File: src/rtl/fft_pkg.sv
// Shared FFT definitions: transform size, sample width, the packed bin type and
// the address bit-reversal helper used by the loader, core and result reader.
package fft_pkg;

  localparam int N_PT = 8;
  localparam int DW   = 24;
  localparam int AW   = $clog2(N_PT);

  typedef struct packed {
    logic signed [DW-1:0] re;
    logic signed [DW-1:0] im;
    logic [AW-1:0]        idx;
  } bin_t;

  typedef enum logic [1:0] {
    ST_IDLE  = 2'd0,
    ST_ISSUE = 2'd1,
    ST_DRAIN = 2'd2
  } state_t;

  function automatic logic [AW-1:0] bitrev(input logic [AW-1:0] a);
    logic [AW-1:0] r;
    for (int i = 0; i < AW; i++) begin
      r[i] = a[AW-1-i];
    end
    return r;
  endfunction

endpackage

File: src/rtl/fft_result_reader_if.sv
// Output bin stream of the FFT result reader: valid/ready handshake plus the
// bin payload (real, imaginary, logical index, end-of-frame marker).
interface fft_result_reader_if;

  logic                         out_valid;
  logic                         out_ready;
  logic signed [fft_pkg::DW-1:0] out_re;
  logic signed [fft_pkg::DW-1:0] out_im;
  logic [fft_pkg::AW-1:0]       out_idx;
  logic                         out_last;

  modport master (
    output out_valid, out_re, out_im, out_idx, out_last,
    input  out_ready
  );

  modport slave (
    input  out_valid, out_re, out_im, out_idx, out_last,
    output out_ready
  );

endinterface

File: src/rtl/fft_bin_fifo.sv
// Synchronous first-word-fall-through FIFO of FFT bins with registered head
// outputs; accepts a push and a pop in the same cycle even when full.
module fft_bin_fifo
  import fft_pkg::*;
#(
  parameter int DEPTH = 4,
  parameter int CW    = $clog2(DEPTH + 1)
) (
  input  logic          clk,
  input  logic          rst,
  input  logic          wr_en,
  input  bin_t          wr_data,
  input  logic          rd_en,
  output bin_t          rd_data,
  output logic          rd_valid,
  output logic [CW-1:0] count
);

  localparam int PW = (DEPTH > 1) ? $clog2(DEPTH) : 1;
  localparam logic [PW-1:0] PTR_MAX = PW'(DEPTH - 1);

  bin_t          r_mem [DEPTH];
  bin_t          r_head;
  logic          r_valid;
  logic [PW-1:0] r_wr_ptr, r_rd_ptr, w_rd_next;
  logic [CW-1:0] r_count, w_left, w_count_next;
  logic          w_push, w_pop;

  function automatic logic [PW-1:0] ptr_inc(input logic [PW-1:0] p);
    return (p == PTR_MAX) ? '0 : p + PW'(1);
  endfunction

  assign w_pop        = rd_en && (r_count != '0);
  assign w_left       = r_count - CW'(w_pop);
  assign w_push       = wr_en && (w_left < CW'(DEPTH));
  assign w_count_next = w_left + CW'(w_push);
  assign w_rd_next    = w_pop ? ptr_inc(r_rd_ptr) : r_rd_ptr;

  // Bin storage, written at the tail pointer
  always_ff @(posedge clk) begin
    if (w_push) begin
      r_mem[r_wr_ptr] <= wr_data;
    end
  end

  // Pointers, occupancy and the registered head; an empty-after-pop FIFO takes the incoming bin directly
  always_ff @(posedge clk or negedge rst) begin
    if (!rst) begin
      r_wr_ptr <= '0;
      r_rd_ptr <= '0;
      r_count  <= '0;
      r_valid  <= 1'b0;
      r_head   <= '0;
    end else begin
      r_count  <= w_count_next;
      r_rd_ptr <= w_rd_next;
      r_valid  <= (w_count_next != '0);
      if (w_push) begin
        r_wr_ptr <= ptr_inc(r_wr_ptr);
      end
      if (w_count_next != '0) begin
        r_head <= (w_left == '0) ? wr_data : r_mem[w_rd_next];
      end
    end
  end

  assign rd_data  = r_head;
  assign rd_valid = r_valid;
  assign count    = r_count;

endmodule

File: src/rtl/fft_result_reader.sv
// Unloads the FFT result RAM after each transform and streams the bins out,
// in natural or bit-reversed address order, under consumer back-pressure.
module fft_result_reader
  import fft_pkg::*;
#(
  parameter int RD_LAT     = 1,
  parameter int BITREV     = 0,
  parameter int FIFO_DEPTH = 4
) (
  input  logic                 clk,
  input  logic                 rst,
  input  logic                 fft_finish,
  output logic [AW-1:0]        read_addr,
  input  logic signed [DW-1:0] dataout_re,
  input  logic signed [DW-1:0] dataout_im,
  fft_result_reader_if.master  out,
  output logic                 busy,
  output logic                 drop_err
);

  localparam int CW = $clog2(FIFO_DEPTH + 1);
  localparam logic [AW-1:0] LAST_IDX = AW'(N_PT - 1);

  function automatic logic [AW-1:0] phys_addr(input logic [AW-1:0] k);
    return (BITREV != 0) ? bitrev(k) : k;
  endfunction

  state_t        r_state, w_next;
  logic          r_fin, r_busy, r_drop;
  logic [AW-1:0] r_icnt, r_addr;
  logic          w_start, w_space, w_issue, w_tag_v, w_tag_empty, w_pop, w_fifo_done;
  logic [AW-1:0] w_tag_idx;
  logic [7:0]    w_inflight, w_occ;
  logic [CW-1:0] w_fifo_count;
  logic          w_head_v;
  bin_t          w_wr_bin, w_head;

  assign w_start     = fft_finish & ~r_fin;
  // Every issued read must already own a FIFO slot, so the FIFO can never overflow
  assign w_occ       = 8'(w_fifo_count) + w_inflight;
  assign w_space     = (w_occ < 8'(FIFO_DEPTH));
  assign w_issue     = (r_state == ST_ISSUE) && w_space;
  assign w_tag_empty = (w_inflight == 8'd0);

  generate
    if (RD_LAT == 0) begin : g_lat0
      assign w_tag_v    = w_issue;
      assign w_tag_idx  = r_icnt;
      assign w_inflight = 8'd0;
    end else begin : g_pipe
      logic [RD_LAT-1:0] r_tv;
      logic [AW-1:0]     r_tidx [RD_LAT];

      // Tag pipeline tracking each outstanding read and its logical index
      always_ff @(posedge clk or negedge rst) begin
        if (!rst) begin
          r_tv <= '0;
          for (int i = 0; i < RD_LAT; i++) begin
            r_tidx[i] <= '0;
          end
        end else begin
          r_tv[0]   <= w_issue;
          r_tidx[0] <= r_icnt;
          for (int i = 1; i < RD_LAT; i++) begin
            r_tv[i]   <= r_tv[i-1];
            r_tidx[i] <= r_tidx[i-1];
          end
        end
      end

      assign w_tag_v    = r_tv[RD_LAT-1];
      assign w_tag_idx  = r_tidx[RD_LAT-1];
      assign w_inflight = 8'($countones(r_tv));
    end
  endgenerate

  assign w_wr_bin = '{re: dataout_re, im: dataout_im, idx: w_tag_idx};
  assign w_pop    = w_head_v & out.out_ready;
  // The frame is complete when the FIFO is empty or its final bin leaves this cycle
  assign w_fifo_done = (w_fifo_count == '0) ||
                       ((w_fifo_count == CW'(1)) && w_pop && !w_tag_v);

  fft_bin_fifo #(
    .DEPTH (FIFO_DEPTH),
    .CW    (CW)
  ) u_fifo (
    .clk      (clk),
    .rst      (rst),
    .wr_en    (w_tag_v),
    .wr_data  (w_wr_bin),
    .rd_en    (w_pop),
    .rd_data  (w_head),
    .rd_valid (w_head_v),
    .count    (w_fifo_count)
  );

  // Next-state logic of the unload sequencer
  always_comb begin
    w_next = r_state;
    case (r_state)
      ST_IDLE: begin
        if (w_start) w_next = ST_ISSUE;
        else         w_next = ST_IDLE;
      end
      ST_ISSUE: begin
        if (w_issue && (r_icnt == LAST_IDX)) w_next = ST_DRAIN;
        else                                 w_next = ST_ISSUE;
      end
      ST_DRAIN: begin
        if (w_tag_empty && w_fifo_done) w_next = ST_IDLE;
        else                            w_next = ST_DRAIN;
      end
      default: w_next = ST_IDLE;
    endcase
  end

  // State register, start edge detector, address counter and status flags
  always_ff @(posedge clk or negedge rst) begin
    if (!rst) begin
      r_state <= ST_IDLE;
      r_fin   <= 1'b0;
      r_busy  <= 1'b0;
      r_drop  <= 1'b0;
      r_icnt  <= '0;
      r_addr  <= '0;
    end else begin
      r_state <= w_next;
      r_fin   <= fft_finish;
      r_busy  <= (w_next != ST_IDLE);
      if (w_start && (r_state != ST_IDLE)) begin
        r_drop <= 1'b1;
      end
      case (r_state)
        ST_IDLE: begin
          r_icnt <= '0;
          r_addr <= '0;
        end
        ST_ISSUE: begin
          if (w_issue && (r_icnt != LAST_IDX)) begin
            r_icnt <= r_icnt + AW'(1);
            r_addr <= phys_addr(r_icnt + AW'(1));
          end
        end
        ST_DRAIN: begin
          if (w_next == ST_IDLE) r_addr <= '0;
        end
        default: r_addr <= '0;
      endcase
    end
  end

  assign read_addr     = r_addr;
  assign busy          = r_busy;
  assign drop_err      = r_drop;
  assign out.out_valid = w_head_v;
  assign out.out_re    = w_head.re;
  assign out.out_im    = w_head.im;
  assign out.out_idx   = w_head.idx;
  assign out.out_last  = (w_head.idx == LAST_IDX);

endmodule
File: src/flat_wrapper.sv
// flat-port wrapper written by rule: the top's interface ports become plain ports
module fft_result_reader_flat import fft_pkg::*;
#(
  parameter int RD_LAT     = 1,
  parameter int BITREV     = 0,
  parameter int FIFO_DEPTH = 4
)
  (clk, rst, fft_finish, read_addr, dataout_re, dataout_im, busy, drop_err, out_out_valid, out_out_re, out_out_im, out_out_idx, out_out_last, out_out_ready);
  fft_result_reader_if out_i ();
  input  logic clk;
  input  logic rst;
  input  logic fft_finish;
  output logic [AW-1:0] read_addr;
  input  logic signed [DW-1:0] dataout_re;
  input  logic signed [DW-1:0] dataout_im;
  output logic busy;
  output logic drop_err;
  output wire logic [$bits(out_i.out_valid)-1:0] out_out_valid;
  output wire logic [$bits(out_i.out_re)-1:0] out_out_re;
  output wire logic [$bits(out_i.out_im)-1:0] out_out_im;
  output wire logic [$bits(out_i.out_idx)-1:0] out_out_idx;
  output wire logic [$bits(out_i.out_last)-1:0] out_out_last;
  input wire logic [$bits(out_i.out_ready)-1:0] out_out_ready;
  assign out_out_valid = out_i.out_valid;
  assign out_out_re = out_i.out_re;
  assign out_out_im = out_i.out_im;
  assign out_out_idx = out_i.out_idx;
  assign out_out_last = out_i.out_last;
  assign out_i.out_ready = out_out_ready;
  fft_result_reader #(.RD_LAT(RD_LAT), .BITREV(BITREV), .FIFO_DEPTH(FIFO_DEPTH)) u_core (.clk(clk), .rst(rst), .fft_finish(fft_finish), .read_addr(read_addr), .dataout_re(dataout_re), .dataout_im(dataout_im), .out(out_i), .busy(busy), .drop_err(drop_err));
endmodule
File: config.mk
export PLATFORM = sky130hd
export DESIGN_NAME = fft_result_reader_flat
export DESIGN_NICKNAME = d
export VERILOG_FILES = /design/src/rtl/fft_pkg.sv /design/src/rtl/fft_result_reader_if.sv /design/src/rtl/fft_bin_fifo.sv /design/src/rtl/fft_result_reader.sv /design/src/flat_wrapper.sv
export SDC_FILE = /design/constraint.sdc
export NUM_CORES = 1
export LEC_CHECK = 0
export CORE_ASPECT_RATIO = 1.2
export CORE_UTILIZATION = 57
export CTS_CLUSTER_SIZE = 10
export DETAILED_ROUTE_END_ITERATION = 10
export HOLD_SLACK_MARGIN = 0.12
export PLACE_DENSITY = 0.8
export SLEW_MARGIN = 20
export SYNTH_ARGS = -nofsm -noshare
export SYNTH_HDL_FRONTEND = slang
export SYNTH_SLANG_ARGS = --single-unit
File: constraint.sdc
create_clock -name clk -period 4.3 [get_ports clk]
set_input_delay 0.86 -clock clk [delete_from_list [all_inputs] [get_ports clk]]
set_output_delay 0.86 -clock clk [all_outputs]
set_load 0.01 [all_outputs]
==> impl_metrics.toml <==
[synthesis]
syn_area_per_cell_um2 = 17.7
synth_area_um2 = 11400
synthDistinctLibCells = 36
synth_ff_type = "edfxtp_1"
synth_warnings = 0
synth_cells = 647
yosysSeqAreaShare = 0.697
syn-num-nets = 710
synth-seq-cells = 278
synthArstFlopShare = 0.266
synth_edf_count = 204

[clock_tree]
htreeDepth = 1
cts_setup_buffers = 0
numClockSinks = 278
numCtsBuffers = 31
ctsResizeCount = 0
root_buffer = "clkbuf_16"
cts_tree = "done"
insertion_delay_ns = 0.55
cts_buffer_depth = 3
clk_pin_slew_ns = 0.05
ctsHoldBuffers = 0

[critical_path]
start_kind = "primary input"
crit_type = "in -> reg"
crit_path_end_kind = "register"
worstPathMaxFanout = 41
rr_worst_depth = 14
r2r_end = "u_core.u_fifo.rd_data[33]$_DFFE_PN0P_"
required_ns = 4.67
regToRegSetupSlack_ns = 0.60
crit-reg2reg-launch = "u_core.u_fifo.count[2]$_DFF_PN0_"
crit_arrival_ns = 4.08

[global_routing]
grt_pass1_wl_um = 38000
grt_pass1_vias = 6953
grt_max_degree = 66
grtUsageTotal = 0.238
grt.overflow.total = 0
antenna_found_initial = 1

[timing]
period_minus_slack_ns = 3.71
fin_crit_sh = 0.863
hold_viol_final = 0
fmax_mhz = 270
setup_viol = 0
max-slew-margin-rel = 0.334
fin_hold_ws_ns = 0.442
rsz0062_at_grt = "false"
slew_violations = 0
setup_tns_ns = 0
skew_ns = 0.0212
tightest_slew_ns = 0.999

[drt]
routed_wl_um = 24200
drc_errors = 0
drtPass1Iterations = 4
vias = 6270
drt.antenna.violating_nets = 0
drt-vias-per-instance = 5.96
drt_iter0_markers = 482
wire_per_inst_um = 23.0

[outcome]
status = "completed"

[floorplanning]
core-area_um2 = 19600
rows = 56
die_area_um2 = 20700
start_util = 0.583
die_x_um = 131
io_pins = 110
die_h_um = 157

[min_path]
min_path_type = "in -> async"

[place]
gp_congestion = 0.779
dp_hpwl_um = 13500
io_buffers = 109

[finish]
seq_area_um2 = 7980
multi_input_area_um2 = 3200
fillers = 1256
drive_gt1_frac = 0.147
num-nets-final = 828
syn2layout_area_growth_pct = 20.3

[power_and_ir_drop]
leakage_uw = 0.00530
powerDensity_nw_per_um2 = 868
finalPower_uw = 12000
vdd_drop_max_uv = 764

[flow_run]
maxCapViolCount = 0
==> how the worst max path moves through the flow <==
stage,end,slack [ns],depth (start not counted),start
final,u_core.u_fifo.rd_data[33]$_DFFE_PN0P_,0.59,15,out_out_ready
after global routing,u_core.u_fifo.rd_data[3]$_DFFE_PN0P_,0.41,13,u_core.u_fifo.count[2]$_DFF_PN0_
after CTS,u_core.u_fifo.rd_data[3]$_DFFE_PN0P_,0.61,14,out_out_ready
after detailed placement,u_core.u_fifo.rd_data[3]$_DFFE_PN0P_,0.02,14,out_out_ready
after global placement,u_core.u_fifo.rd_data[3]$_DFFE_PN0P_,0.13,14,out_out_ready
after floorplan,u_core.u_fifo.r_mem[0][0]$_DFFE_PP_,0.30,8,out_out_ready
==> through the flow <==
stage	setup slack [ns]	instance area, um^2	std cells	utilization
after floorplan	0.305	11400	647	-
after global placement	0.126	12900	993	0.657
after detailed placement	0.0237	12900	993	0.657
after CTS	0.613	13800	1051	0.702
after global routing	0.408	13800	1052	0.702
final	0.590	13800	1052	0.702
==> layer usage <==
metal | vias to the layer above | share of wire | GRT usage
li1 | 2800 | - | -
met5 | - | 0 | 0
met1 | 3252 | 0.40 | 0.301
met4 | 0 | 0.018 | 0.0764
met2 | 180 | 0.53 | 0.428
met3 | 38 | 0.050 | 0.0325
==> state kept, by name (all words and copies together) (netlist names) <==
name,count
u_core.u_fifo.r_mem,204
u_core.u_fifo.rd_data,51
u_core.g_pipe.r_tidx,3
u_core.r_icnt,3
u_core.read_addr,3
u_core.u_fifo.count,3
u_core.r_state,2
u_core.u_fifo.r_rd_ptr,2
u_core.u_fifo.r_wr_ptr,2
u_core.busy,1
u_core.drop_err,1
u_core.g_pipe.r_tv,1
u_core.r_fin,1
u_core.u_fifo.rd_valid,1
==> final cells by class <==
type | count | share of cell area
repair buffers | 129 | 0.0972
multi-input cells | 314 | 0.233
clock buffers | 57 | 0.0634
clock inverters | 1 | 0.000636
well taps | 261 | 0.0237
flip-flops and latches | 278 | 0.579
diodes | 1 | 0.000182
inverters | 11 | 0.00300
==> critical path, cell delays in order <==
cell and delay (ns):
clkdlybuf4s50_1 0.42, o311ai_1 0.11, inv_1 0.09, ha_1 0.19
ha_1 0.23, xnor2_2 0.15, nand2_1 0.09, inv_1 0.07
ha_1 0.19, ha_1 0.20, xor3_1 0.22, or3_4 0.15
buf_4 0.64, mux2i_1 0.34, a221oi_2 0.07
==> cells in the mapped netlist, types with 3 or more instances <==
cell      count  area share
a22o_1        6      0.0046
clkbuf_1     16      0.0052
buf_4         3      0.0020
inv_1        11      0.0036
nor2_1        5      0.0016
buf_1         5      0.0016
ha_1         11       0.012
and3_1        7      0.0038
dfrtp_1      74        0.16
a221oi_2     50       0.066
mux2i_1     155        0.14
nand3b_1     51       0.033
buf_6        10      0.0098
buf_2        10      0.0044
edfxtp_1    204        0.54
==> kinds of logic (layout without fill, tap and decap cells) <==
| logic type | count (synthesis) | count (layout) | synth area share |
|---|---|---|---|
| DFF | 278 | 278 | 0.697 |
| AOI/OAI and AO/OA | 67 | 67 | 0.0768 |
| muxes | 157 | 157 | 0.138 |
| xor gates and xnor gates | 3 | 3 | 0.00361 |
| buffers and inverters | 55 | 198 | 0.0267 |
| other | 0 | 1 | 0 |
| adders and majority gates | 11 | 11 | 0.0120 |
| and+or+nand+nor | 76 | 76 | 0.0463 |
==> layout by cell type, fill, tap and decap left out, types with 2 or more instances in the layout <==
master           synthesis  layout
nand3b_1                51      51
buf_4                    3      13
clkdlybuf4s50_1          0     108
nand2_1                  2       2
edfxtp_1               204     204
clkbuf_1                16      26
nand3_1                  2       2
ha_1                    11      11
and3_1                   7       2
mux2_2                   2       2
clkbuf_16                0      31
inv_1                   11      11
and3_2                   0       4
mux2i_1                155     154
nand2b_1                 2       2
buf_12                   0       8
a22o_1                   6       6
o21ai_0                  2       2
nor2_1                   5       5
dfrtp_1                 74      74
o22ai_1                  2       2
a221oi_2                50      50
==> where the power goes <==
part	switching (uW)	internal [uW]	total, uW
clock	959	1350	2310
sequential	345	3620	3970
combinational	3130	2550	5670
(Power assumes the default switching activity.)
